`src/rtl/clk_mon_pkg.sv`:
```
// Shared types and defaults for the clock frequency monitor.
// The window counter is sized from the window length by a helper function.
package clk_mon_pkg;

    typedef enum logic [1:0] {
        IDLE = 2'd0,
        MEAS = 2'd1,
        EVAL = 2'd2
    } state_t;

    localparam int DEF_WIN_LEN = 256;
    localparam int DEF_CNT_W   = 9;
    localparam int DEF_LOCK_N  = 4;

    function automatic int win_cnt_width(input int win_len);
        return (win_len > 1) ? $clog2(win_len) : 1;
    endfunction

endpackage

```
`src/rtl/clk_mon_edge_sync.sv`:
```
// Two-flop synchroniser followed by a delay flop and a rising-edge detector.
// Suitable for any slow asynchronous status input sampled in sys_clk.
module clk_mon_edge_sync (
    input  logic sys_clk,
    input  logic sys_rst_n,
    input  logic async_sig,
    output logic rise
);

    logic meta_reg;
    logic sync_reg;
    logic dly_reg;

    always_ff @(posedge sys_clk or negedge sys_rst_n) begin
        if (!sys_rst_n) begin
            meta_reg <= 1'b0;
            sync_reg <= 1'b0;
            dly_reg  <= 1'b0;
        end else begin
            meta_reg <= async_sig;
            sync_reg <= meta_reg;
            dly_reg  <= sync_reg;
        end
    end

    assign rise = sync_reg & ~dly_reg;

endmodule

```
`src/rtl/clk_mon.sv`:
```
// Clock frequency monitor: counts mon_clk rising edges over fixed sys_clk
// windows, checks each count against a band and tracks lock status.
module clk_mon #(
    parameter int WIN_LEN = clk_mon_pkg::DEF_WIN_LEN,
    parameter int CNT_W   = clk_mon_pkg::DEF_CNT_W,
    parameter int LOCK_N  = clk_mon_pkg::DEF_LOCK_N
) (
    input  logic             sys_clk,
    input  logic             sys_rst_n,
    input  logic             mon_clk,
    input  logic             enable,
    input  logic [CNT_W-1:0] lo_bound,
    input  logic [CNT_W-1:0] hi_bound,
    output logic [CNT_W-1:0] meas_cnt,
    output logic             meas_vld,
    output logic             in_range,
    output logic             locked,
    output logic             lost
);

    import clk_mon_pkg::*;

    localparam int WIN_W  = win_cnt_width(WIN_LEN);
    localparam int GOOD_W = $clog2(LOCK_N + 1);

    localparam logic [WIN_W-1:0]  WIN_LAST = WIN_W'(WIN_LEN - 1);
    localparam logic [CNT_W-1:0]  CNT_MAX  = '1;
    localparam logic [GOOD_W-1:0] GOOD_MAX = GOOD_W'(LOCK_N);

    state_t state_reg;
    state_t state_next;

    logic [WIN_W-1:0]  win_cnt_reg;
    logic [CNT_W-1:0]  edge_cnt_reg;
    logic [CNT_W-1:0]  meas_cnt_reg;
    logic              meas_vld_reg;
    logic              in_range_reg;
    logic              locked_reg;
    logic              lost_arm_reg;
    logic              lost_reg;
    logic [GOOD_W-1:0] good_cnt_reg;

    logic              rise;
    logic [CNT_W-1:0]  edge_total;
    logic              win_end;
    logic              abort;
    logic              range_ok;
    logic [GOOD_W-1:0] good_inc;

    clk_mon_edge_sync u_edge_sync (
        .sys_clk   (sys_clk),
        .sys_rst_n (sys_rst_n),
        .async_sig (mon_clk),
        .rise      (rise)
    );

    // Window total including an edge arriving in the final MEAS cycle.
    assign edge_total = (rise && (edge_cnt_reg != CNT_MAX)) ? edge_cnt_reg + 1'b1
                                                            : edge_cnt_reg;

    assign win_end  = (state_reg == MEAS) && enable && (win_cnt_reg == WIN_LAST);
    assign abort    = (state_reg == MEAS) && !enable;
    assign range_ok = (edge_total >= lo_bound) && (edge_total <= hi_bound);
    assign good_inc = (good_cnt_reg == GOOD_MAX) ? GOOD_MAX : good_cnt_reg + 1'b1;

    always_ff @(posedge sys_clk or negedge sys_rst_n) begin
        if (!sys_rst_n) begin
            state_reg <= IDLE;
        end else begin
            state_reg <= state_next;
        end
    end

    always_comb begin
        state_next = state_reg;
        unique case (state_reg)
            IDLE: if (enable) state_next = MEAS;
            MEAS: begin
                if (!enable) begin
                    state_next = IDLE;
                end else if (win_cnt_reg == WIN_LAST) begin
                    state_next = EVAL;
                end
            end
            EVAL:    state_next = enable ? MEAS : IDLE;
            default: state_next = IDLE;
        endcase
    end

    // Counters only run while staying in MEAS, so EVAL sees them cleared
    // and any edge landing in EVAL is discarded.
    always_ff @(posedge sys_clk or negedge sys_rst_n) begin
        if (!sys_rst_n) begin
            win_cnt_reg  <= '0;
            edge_cnt_reg <= '0;
        end else if ((state_reg == MEAS) && (state_next == MEAS)) begin
            win_cnt_reg  <= win_cnt_reg + 1'b1;
            edge_cnt_reg <= edge_total;
        end else begin
            win_cnt_reg  <= '0;
            edge_cnt_reg <= '0;
        end
    end

    // Results load on the MEAS->EVAL edge so meas_vld, in_range and locked
    // are all visible during the EVAL cycle; lost follows one cycle later.
    always_ff @(posedge sys_clk or negedge sys_rst_n) begin
        if (!sys_rst_n) begin
            meas_cnt_reg <= '0;
            meas_vld_reg <= 1'b0;
            in_range_reg <= 1'b0;
            locked_reg   <= 1'b0;
            lost_arm_reg <= 1'b0;
            lost_reg     <= 1'b0;
            good_cnt_reg <= '0;
        end else begin
            meas_vld_reg <= win_end;
            lost_arm_reg <= win_end && !range_ok && locked_reg;
            lost_reg     <= lost_arm_reg;
            if (win_end) begin
                meas_cnt_reg <= edge_total;
                in_range_reg <= range_ok;
                if (range_ok) begin
                    good_cnt_reg <= good_inc;
                    locked_reg   <= (good_inc == GOOD_MAX);
                end else begin
                    good_cnt_reg <= '0;
                    locked_reg   <= 1'b0;
                end
            end else if (abort) begin
                good_cnt_reg <= '0;
                locked_reg   <= 1'b0;
            end
        end
    end

    assign meas_cnt = meas_cnt_reg;
    assign meas_vld = meas_vld_reg;
    assign in_range = in_range_reg;
    assign locked   = locked_reg;
    assign lost     = lost_reg;

endmodule

```
`config.mk`:
```
export PLATFORM = sky130hd
export DESIGN_NAME = clk_mon
export DESIGN_NICKNAME = d
export VERILOG_FILES = /design/src/rtl/clk_mon_pkg.sv /design/src/rtl/clk_mon_edge_sync.sv /design/src/rtl/clk_mon.sv
export SDC_FILE = /design/constraint.sdc
export NUM_CORES = 1
export LEC_CHECK = 0
export BUFFER_PORTS_ARGS = -buffer_cell sky130_fd_sc_hd__buf_2
export CAP_MARGIN = 25
export CORE_UTILIZATION = 50
export CTS_BUF_LIST = sky130_fd_sc_hd__clkbuf_4
export DETAILED_ROUTE_END_ITERATION = 12
export PLACE_DENSITY = 0.82
export SETUP_SLACK_MARGIN = 0.4
export SLEW_MARGIN = 20
export SYNTH_ARGS = -nofsm -noshare
export SYNTH_HDL_FRONTEND = slang
export SYNTH_SLANG_ARGS = --single-unit
```
`constraint.sdc`:
```
create_clock -name sys_clk -period 4.5 [get_ports sys_clk]
set_input_delay 0.45 -clock sys_clk [delete_from_list [all_inputs] [get_ports sys_clk]]
set_output_delay 0.45 -clock sys_clk [all_outputs]
set_load 0.005 [all_outputs]
```
Word-level counts from Yosys, hierarchy flattened. Index checks and enable logic that the tools add are counted. W data, S select, Z words.

Memory bits (writable): 0. Bits of input ports: 22. Memories kept: 0. Bits in registers: 39. Bits in latches: 0. Output and inout bits: 13. Bits in read-only memories: 0.

Multiply operators: 0. Reductions and logical operators: 12. Multiplexer cells: 15. Bitwise gates (word level): 2. Order comparisons: 2. Eq/ne operators: 7. Shift operators: 0. $add $sub $neg: 3. Divide/modulo/power cells: 0.

Operator list (count): $mux W9 (2); $mux W3 (4); $add A9 B1 Y9 const B (1); $ge A9 B9 Y1 (1); $le A9 B9 Y1 (1); $ne A9 B9 Y1 const B (1); $add A8 B1 Y8 const B (1); $eq A8 B8 Y1 const B (1); $logic_and A1 B1 Y1 (8); $mux W8 (1); $eq A3 B3 Y1 const B (2); $mux W2 (3); $pmux W2 S3 (1); $eq A2 B1 Y1 const B (2); $mux W1 (4); $add A3 B1 Y3 const B (1); $eq A2 B2 Y1 const B (1); $logic_not A1 Y1 (2); $logic_not A2 Y1 (1); $reduce_bool A2 Y1 (1); $and A1 B1 Y1 (1); $not A1 Y1 (1).

Logic depth before layout (Yosys ltp). Gate-level depths: netlist (run 1).

Word-level depth: 9. Gate-level depth with buffers: 15. Gate-level depth less buffers: 15.

By module. Synthesis (run 1) repeated with hierarchy kept, for this count alone.

Cell total of the unflattened synthesis: 217. Area, all modules: 2105.8 um^2.

Modules (own cells, without submodules): clk_mon (times used 1, area an instance 2016.9 um^2, cells an instance 213); clk_mon_edge_sync (times used 1, area an instance 88.8 um^2, cells an instance 4).

Least setup slack after synthesis (run 1). No wires, ideal clock.

Kind: register to register. Start: reg edge_cnt_reg[0]. End: reg locked_reg, in the netlist locked. Stages on the path, launching flop included: 16. Data arrival time: 3.229 ns. Library setup time: 0.092 ns. Period minus slack after synthesis: 3.321 ns. Path slack: 1.179 ns. Required time: 4.408 ns. Path through: dfrtp_1 -> ha_1 -> nand3_1 -> nor2_1 -> ha_1 -> nor3b_2 -> nand4_1 -> nor2_1 -> xnor2_1 -> inv_1 -> ha_1 -> and4_1 -> nand2_1 -> a221oi_1 -> o221ai_2 -> o31ai_2.

Word-level cells in the longest chain between the ends: 7. Elaborated cells on any way between the ends: 9.

RTL lines: from (decl) (RTL line clk_mon.sv:34) `logic [CNT_W-1:0] edge_cnt_reg;`; from (signal assigned) (RTL line clk_mon.sv:98) `edge_cnt_reg <= edge_total;`; branches (longest 2 deep; another with $add A9 B1 Y9); $mux W9 * (RTL line clk_mon.sv:58) `assign edge_total = (rise && (edge_cnt_reg != CNT_MAX)) ? edge_cnt_reg + 1'b1`; net edge_total[7] (RTL line clk_mon.sv:44) `logic [CNT_W-1:0] edge_total;`; $ge A9 B9 Y1 / $le A9 B9 Y1 (equally long branches) (RTL line clk_mon.sv:63) `assign range_ok = (edge_total >= lo_bound) && (edge_total <= hi_bound);`; $logic_and A1 B1 Y1 * (RTL line clk_mon.sv:63); $mux W1 * (RTL line clk_mon.sv:123) `if (range_ok) begin`; $mux W1 * (RTL line clk_mon.sv:120) `if (win_end) begin`; to (signal assigned) (RTL line clk_mon.sv:125) `locked_reg <= (good_inc == GOOD_MAX);`; to (decl) (RTL line clk_mon.sv:38) `logic locked_reg;`.

Mark *: on every way through the listed nets, which the timed path passes. A chain may end at the register's enable or synchronous reset.

Worst setup path after layout (run 1). Ends and elaborated chain as after synthesis.

==> flow_metrics.tcl, run 1 <==
set metrics [dict create \
    status "finished, final reports clean" \
    grt_max_degree 40 \
    met1_usage_pct 25.54 \
    p_seq_share_pct 63.2 \
    drt-initial-drc-count 97 \
    critPathCaptureType "flop" \
    grt_use_met3_pct 7.432 \
    clkPwrFrac_pct 29.5 \
    numClockSinks 39 \
    cp_common_cell "ha_1" \
    swShare_pct 24.54 \
    final_cell_count_no_fill 309 \
    nets 304 \
    htree_levels 2 \
    placed_cells 302 \
    diodes 0 \
    clk_latency_ps 350 \
    grt_pass1_vias 1657 \
    wl_um 4244 \
    port_buffers 34 \
    antenna_left 0 \
    power_switching_w 0.0001381 \
    min_path_type "in -> async" \
    ys_ff_latch 39 \
    rsz0062_at_grt "no" \
    postSynthNetCount 266 \
    ir_worst_vdd_uv 198.5 \
    async_reset_ff_share_pct 100.0 \
    p_leak_nw 1.344 \
    arrival_ps 3970 \
    synthTopCellsByArea "dfrtp_1 45%, ha_1 13%, inv_1 5.9%" \
    io_pins 35 \
    ys_types 38 \
    worst_pin_slew_ps 822.9 \
    numCtsBuffers 5 \
    slew_headroom_pct 45.14 \
    combPwrFrac_pct 7.3 \
    fmax_mhz 270.4 \
    grt.busiest_layer "met2" \
    wl_per_cell_um 13.73 \
    path_clk_slew_ps 110 \
    synth_most_common_cell "dfrtp_1" \
    fin_tns_setup_ps 0 \
    layout-drive-gt1-share_pct 19.31 \
    setup_viol 0 \
    crit_type "reg -> reg" \
    place_area_um2 2376 \
    cp_slowest_stage_delay_ps 450 \
    gp_congestion 0.8580 \
    gr-usage-all-layers_pct 21.52 \
    vias 1642 \
    initial_utilization_pct 53.13 \
    synth_edf_count 0 \
    synth_largest_area_cell "dfrtp_1" \
    dp_slack_ps 667.2 \
    finish.instance_area_um2 2429 \
    grt_use_met2_pct 35.64 \
    chipWidth_um 67.67 \
    cts_tree "built" \
    synthCells 221 \
    hold_viol_final 0 \
    fin_skew_ps 7.543 \
    drc_errors 0 \
    yosys_most_used_dff "dfrtp_1" \
    path_max_fanout 7 \
    setup_ws_ps 801.7 \
    netlist.area_leader.share_pct 45.27 \
    cp-start-kind "flop" \
    clockBufferDepth 2 \
    fin_util_pct 59.85 \
    synth_commonest_cells "39 x dfrtp_1, 34 x inv_1, 29 x nor2_1" \
    antenna_found_initial 0 \
    seq_area_frac_synth_pct 45.27 \
    final.period_utilization_pct 82.18 \
    row_count 23 \
    drv_cap 0 \
    area_delta_synth_final_pct 12.65 \
    hpwl_um 3156 \
    avgSynthCellArea_um2 9.755 \
    grt_pass1_wl_um 7148 \
    cts_root_buffer "clkbuf_4" \
    firstDrtPassIters 4 \
    crit_required_ps 4770 \
    synth_area_um2 2156 \
    powerDensity_nw_per_um2 231.6 \
    vias_per_cell 5.314 \
    die_area_um2 4579 \
    slew_viol_final 0 \
    ys_warn_count 0 \
    slowest_stage "nor3b_2" \
    coreArea_um2 4058 \
    worstPathCellList "ha_1, nand3_1, nor2_1, ha_1, nor3b_2, nand4_1, nor2_1, xnor2_1, inv_1, ha_1, and4_1, nand2_1, a221oi_2, o221ai_2, o31ai_2" \
    fillCellCount 347 \
    die_h_um 67.67 \
    p_int_w 0.0004245 \
    post-route-min-period_ps 3698 \
    gr-total-overflow 0 \
]
[cell type report]
type                            count  area (um2)  share of cell area [%]
Multi-Input combinational cell    144        1039                   42.76
Sequential cell                    39       975.9                   40.19
Timing Repair Buffer               35       177.7                   7.316
Inverter                           34       127.6                   5.255
Tap cell                           50       62.56                   2.576
Clock buffer                        5       37.54                   1.546
Clock inverter                      2       8.758                  0.3606
[kinds of logic after synthesis]
logic type               after synthesis  share of synthesized area [%]
buffers and inverters                 38                          6.848
multiplexers                           2                         0.9286
AO/OA/AOI/OAI                         39                          12.42
adder cells (fa/ha/maj)               23                          13.35
AND/OR/NAND/NOR                       67                          15.90
XOR/XNOR                              13                          5.282
flip-flops                            39                          45.27
[cell usage in the layout (no fill, tap or decap), types with 9 or more instances in the layout]
master / instances
inv_1: 34
nand2_1: 12
buf_2: 34
ha_1: 23
xor2_1: 9
a21oi_1: 17
dfrtp_1: 39
nor2_1: 29
[power groups by stage]
stage	clock network (W)	logic (W)	registers, W
6_report	0.000166	0.0000411	0.000355
5_1_grt	0.000189	0.0000488	0.000356
4_1_cts	0.000173	0.0000415	0.000355
3_5_place_dp	0	0.0000414	0.000362
3_3_place_gp	0	0.0000398	0.000362
2_1_floorplan	0	0.0000208	0.000362
[what timing repair did]
item                                    in CTS  in global routing
hold buffers                                 0                  0
endpoints found under the setup margin       0                  6
gates resized for setup                      0                  1
setup buffers                                0                  0
[per-layer routing]
layer	vias up	wire [um]
met2	33	2059
met3	8	199
met5	-	0
met1	779	1921
li1	822	-
met4	0	63
[critical path: cells and delay by family, from the launching register on]
family	cells	cell delay [ps]
fa+ha+maj	3	760
buf+inv	1	130
compound gates	3	800
simple gates	7	1320
xor+xnor	1	180
flops	1	430
[worst paths after layout]
path                                      start                    to  slack, ps  cells past startpoint
setup / recovery                edge_cnt_reg[0]                locked        800                     15
hold / removal                        sys_rst_n           meas_cnt[5]        170                      1
setup reg to reg                edge_cnt_reg[0]                locked        800                     15
hold reg to reg            u_edge_sync.meta_reg  u_edge_sync.sync_reg        360                      0
max in group asynchronous             sys_rst_n          lost_arm_reg       3800                      1
min in group sys_clk                    mon_clk  u_edge_sync.meta_reg        190                      1
[per-stage QoR]
step           hold slack (ps)  power (W)
2_1_floorplan            154.4  0.0003825
6_report                 171.9  0.0005625
3_3_place_gp             336.5  0.0004017
3_5_place_dp             335.6  0.0004036
4_1_cts                  179.6  0.0005698
5_1_grt                  164.4  0.0005933
Note: power is estimated with default switching activity, not from simulation.
==> run 2: changes to the inputs <==
--- a/config.mk
+++ b/config.mk
@@ -10,7 +10,7 @@
 export CORE_UTILIZATION = 50
 export CTS_BUF_LIST = sky130_fd_sc_hd__clkbuf_4
 export DETAILED_ROUTE_END_ITERATION = 12
-export PLACE_DENSITY = 0.82
+export PLACE_DENSITY = 0.85
 export SETUP_SLACK_MARGIN = 0.4
 export SLEW_MARGIN = 20
 export SYNTH_ARGS = -nofsm -noshare
==> constraint.sdc (replaced) <==
create_clock -name sys_clk -period 3.1 [get_ports sys_clk]
set_input_delay 0.31 -clock sys_clk [delete_from_list [all_inputs] [get_ports sys_clk]]
set_output_delay 0.31 -clock sys_clk [all_outputs]
set_load 0.005 [all_outputs]
==> run 2 against run 1 <==
Net effect: the run now ends with negative setup slack left; largest cell class unchanged; largest power group unchanged; count of clock-buffer cells in the layout is 2 higher; core utilization increased by 14 points; hold slack got worse by 110 ps; sequential power increased by 45%; maximum frequency rose by 8.7%.
==> flow_metrics.tcl, run 2 (same netlist as run 1, synthesis figures left out) <==
set metrics [dict create \
    slowest_stage "dfrtp_1" \
    area_delta_synth_final_pct 39.23 \
    min_path_type "in -> async" \
    nets 346 \
    htree_levels 2 \
    clk_latency_ps 350 \
    slew_viol_final 0 \
    hold_viol_final 0 \
    cts_root_buffer "clkbuf_4" \
    fmax_mhz 294.0 \
    hold_ws_ps 58.66 \
    slew_headroom_pct 42.90 \
    fillCellCount 268 \
    initial_utilization_pct 53.13 \
    crit_type "reg -> reg" \
    grt_pass1_wl_um 8300 \
    hpwl_um 3442 \
    p_leak_nw 1.545 \
    p_seq_share_pct 58.5 \
    gr-usage-all-layers_pct 25.23 \
    drc_errors 0 \
    layout-drive-gt1-share_pct 43.38 \
    cp_slowest_stage_delay_ps 420 \
    finish.instance_area_um2 3002 \
    cp_num_buf_inv 4 \
    diodes 0 \
    arrival_ps 3650 \
    cts_tree "built" \
    path_max_fanout 3 \
    io_pins 35 \
    worstPathCellList "ha_2, nand3_2, nor2_2, ha_2, nor3b_4, buf_4, buf_6, nand4_1, xor2_1, inv_1, ha_4, and4_4, nor3b_4, a2111oi_4, buf_4, o22ai_1, and3_1" \
    die_area_um2 4579 \
    clkPwrFrac_pct 30.8 \
    layout_common_cells "41 x buf_4, 39 x dfrtp_1, 34 x buf_2, 28 x inv_1, 26 x nor2_1" \
    path_clk_slew_ps 120 \
    placed_cells 323 \
    critPathCaptureType "flop" \
    wl_per_cell_um 17.01 \
    mostFrequentLayoutCell "buf_4" \
    antenna_left 0 \
    swShare_pct 25.06 \
    final.period_utilization_pct 109.7 \
    ir_worst_vdd_uv 275.3 \
    antenna_found_initial 0 \
    vias_per_cell 5.432 \
    gr-total-overflow 0 \
    crit_required_ps 3340 \
    combPwrFrac_pct 10.7 \
    place_area_um2 2565 \
    post-route-min-period_ps 3401 \
    port_buffers 34 \
    gp_congestion 0.9061 \
    p_int_w 0.0006610 \
    multi_input_area_um2 1277 \
    power_switching_w 0.0002211 \
    drt-initial-drc-count 123 \
    die_h_um 67.67 \
    status "finished with violations" \
    worst_pin_slew_ps 856.6 \
    row_count 23 \
    power_w 0.0008821 \
    coreArea_um2 4058 \
    chipWidth_um 67.67 \
    grt_pass1_vias 1882 \
    numClockSinks 39 \
    vias 1912 \
    rsz0062_at_grt "yes" \
    wl_um 5987 \
    numCtsBuffers 5 \
    firstDrtPassIters 4 \
    violations "negative setup slack" \
    critPathTopFamily "simple AND/OR/NAND/NOR gates" \
    fin_skew_ps 10.40 \
    clockBufferDepth 2 \
    fin_util_pct 73.97 \
    powerDensity_nw_per_um2 293.9 \
    cp-start-kind "flop" \
    final_cell_count_no_fill 352 \
    setup_viol 6 \
    grt_max_degree 40 \
    drv_cap 0 \
    setup_ws_ps -301.1 \
    register_area_um2 975.9 \
]
-- run 2: layer usage --
layer  global-route usage, %  vias to the layer above  part of all wire (%)
li1                        -                      902                     -
met1                   29.91                      905                    40
met2                   42.33                       84                    50
met3                   6.419                       21                   5.4
met4                   11.97                        0                   3.9
met5                       0                        -                     0
-- run 2: final timing paths --
path	cells past startpoint	slack, ps	endpoint	from
worst max-delay path	17	-300	lost_arm_reg	edge_cnt_reg[0]
worst min-delay path	1	60	edge_cnt_reg[0]	sys_rst_n
worst max register to register	17	-300	lost_arm_reg	edge_cnt_reg[0]
worst min register to register	0	370	u_edge_sync.sync_reg	u_edge_sync.meta_reg
max in group asynchronous	1	2510	win_cnt_reg[7]	sys_rst_n
min in group sys_clk	1	60	u_edge_sync.meta_reg	mon_clk
-- run 2: area by class of cell --
cell class / count / share of cell area (%)
repair buffers: 77 / 16.67
well taps: 50 / 2.084
inverters: 34 / 4.252
clock inverters: 1 / 0.1667
multi-input cells: 144 / 42.56
flip-flops and latches: 39 / 32.51
clock buffers: 7 / 1.751
-- run 2: what timing repair did --
action                     CTS  global route
buffers inserted            12             9
gates resized for setup     24            16
setup endpoints to repair    6             6
hold buffers                 0             0
pin swaps                   22            16
-- run 2: worst register-to-register path, stage by stage (launching register included) --
cell and delay [ps]:
dfrtp_1 420, ha_2 220, nand3_2 80, nor2_2 50, ha_2 190, nor3b_4 220
buf_4 160, buf_6 110, nand4_1 130, xor2_1 250, inv_1 130, ha_4 230
and4_4 150, nor3b_4 150, a2111oi_4 390, buf_4 180, o22ai_1 70, and3_1 160
-- run 2: stage by stage --
stage               setup slack, ps  TNS, ps
finish                       -301.1    -1597
global route                 -393.3    -2231
CTS                          -21.76   -48.03
detailed placement           -148.4   -424.3
global placement             -55.78   -85.43
floorplan                     45.19        0
-- run 2: power groups by stage --
stage	Clock, W	Sequential [W]	Combinational (W)
detailed placement	0	0.000526	0.0000691
global route	0.000293	0.000516	0.000104
CTS	0.000273	0.000516	0.0000826
finish	0.000272	0.000516	0.0000943
global placement	0	0.000525	0.0000653
floorplan	0	0.000525	0.0000319
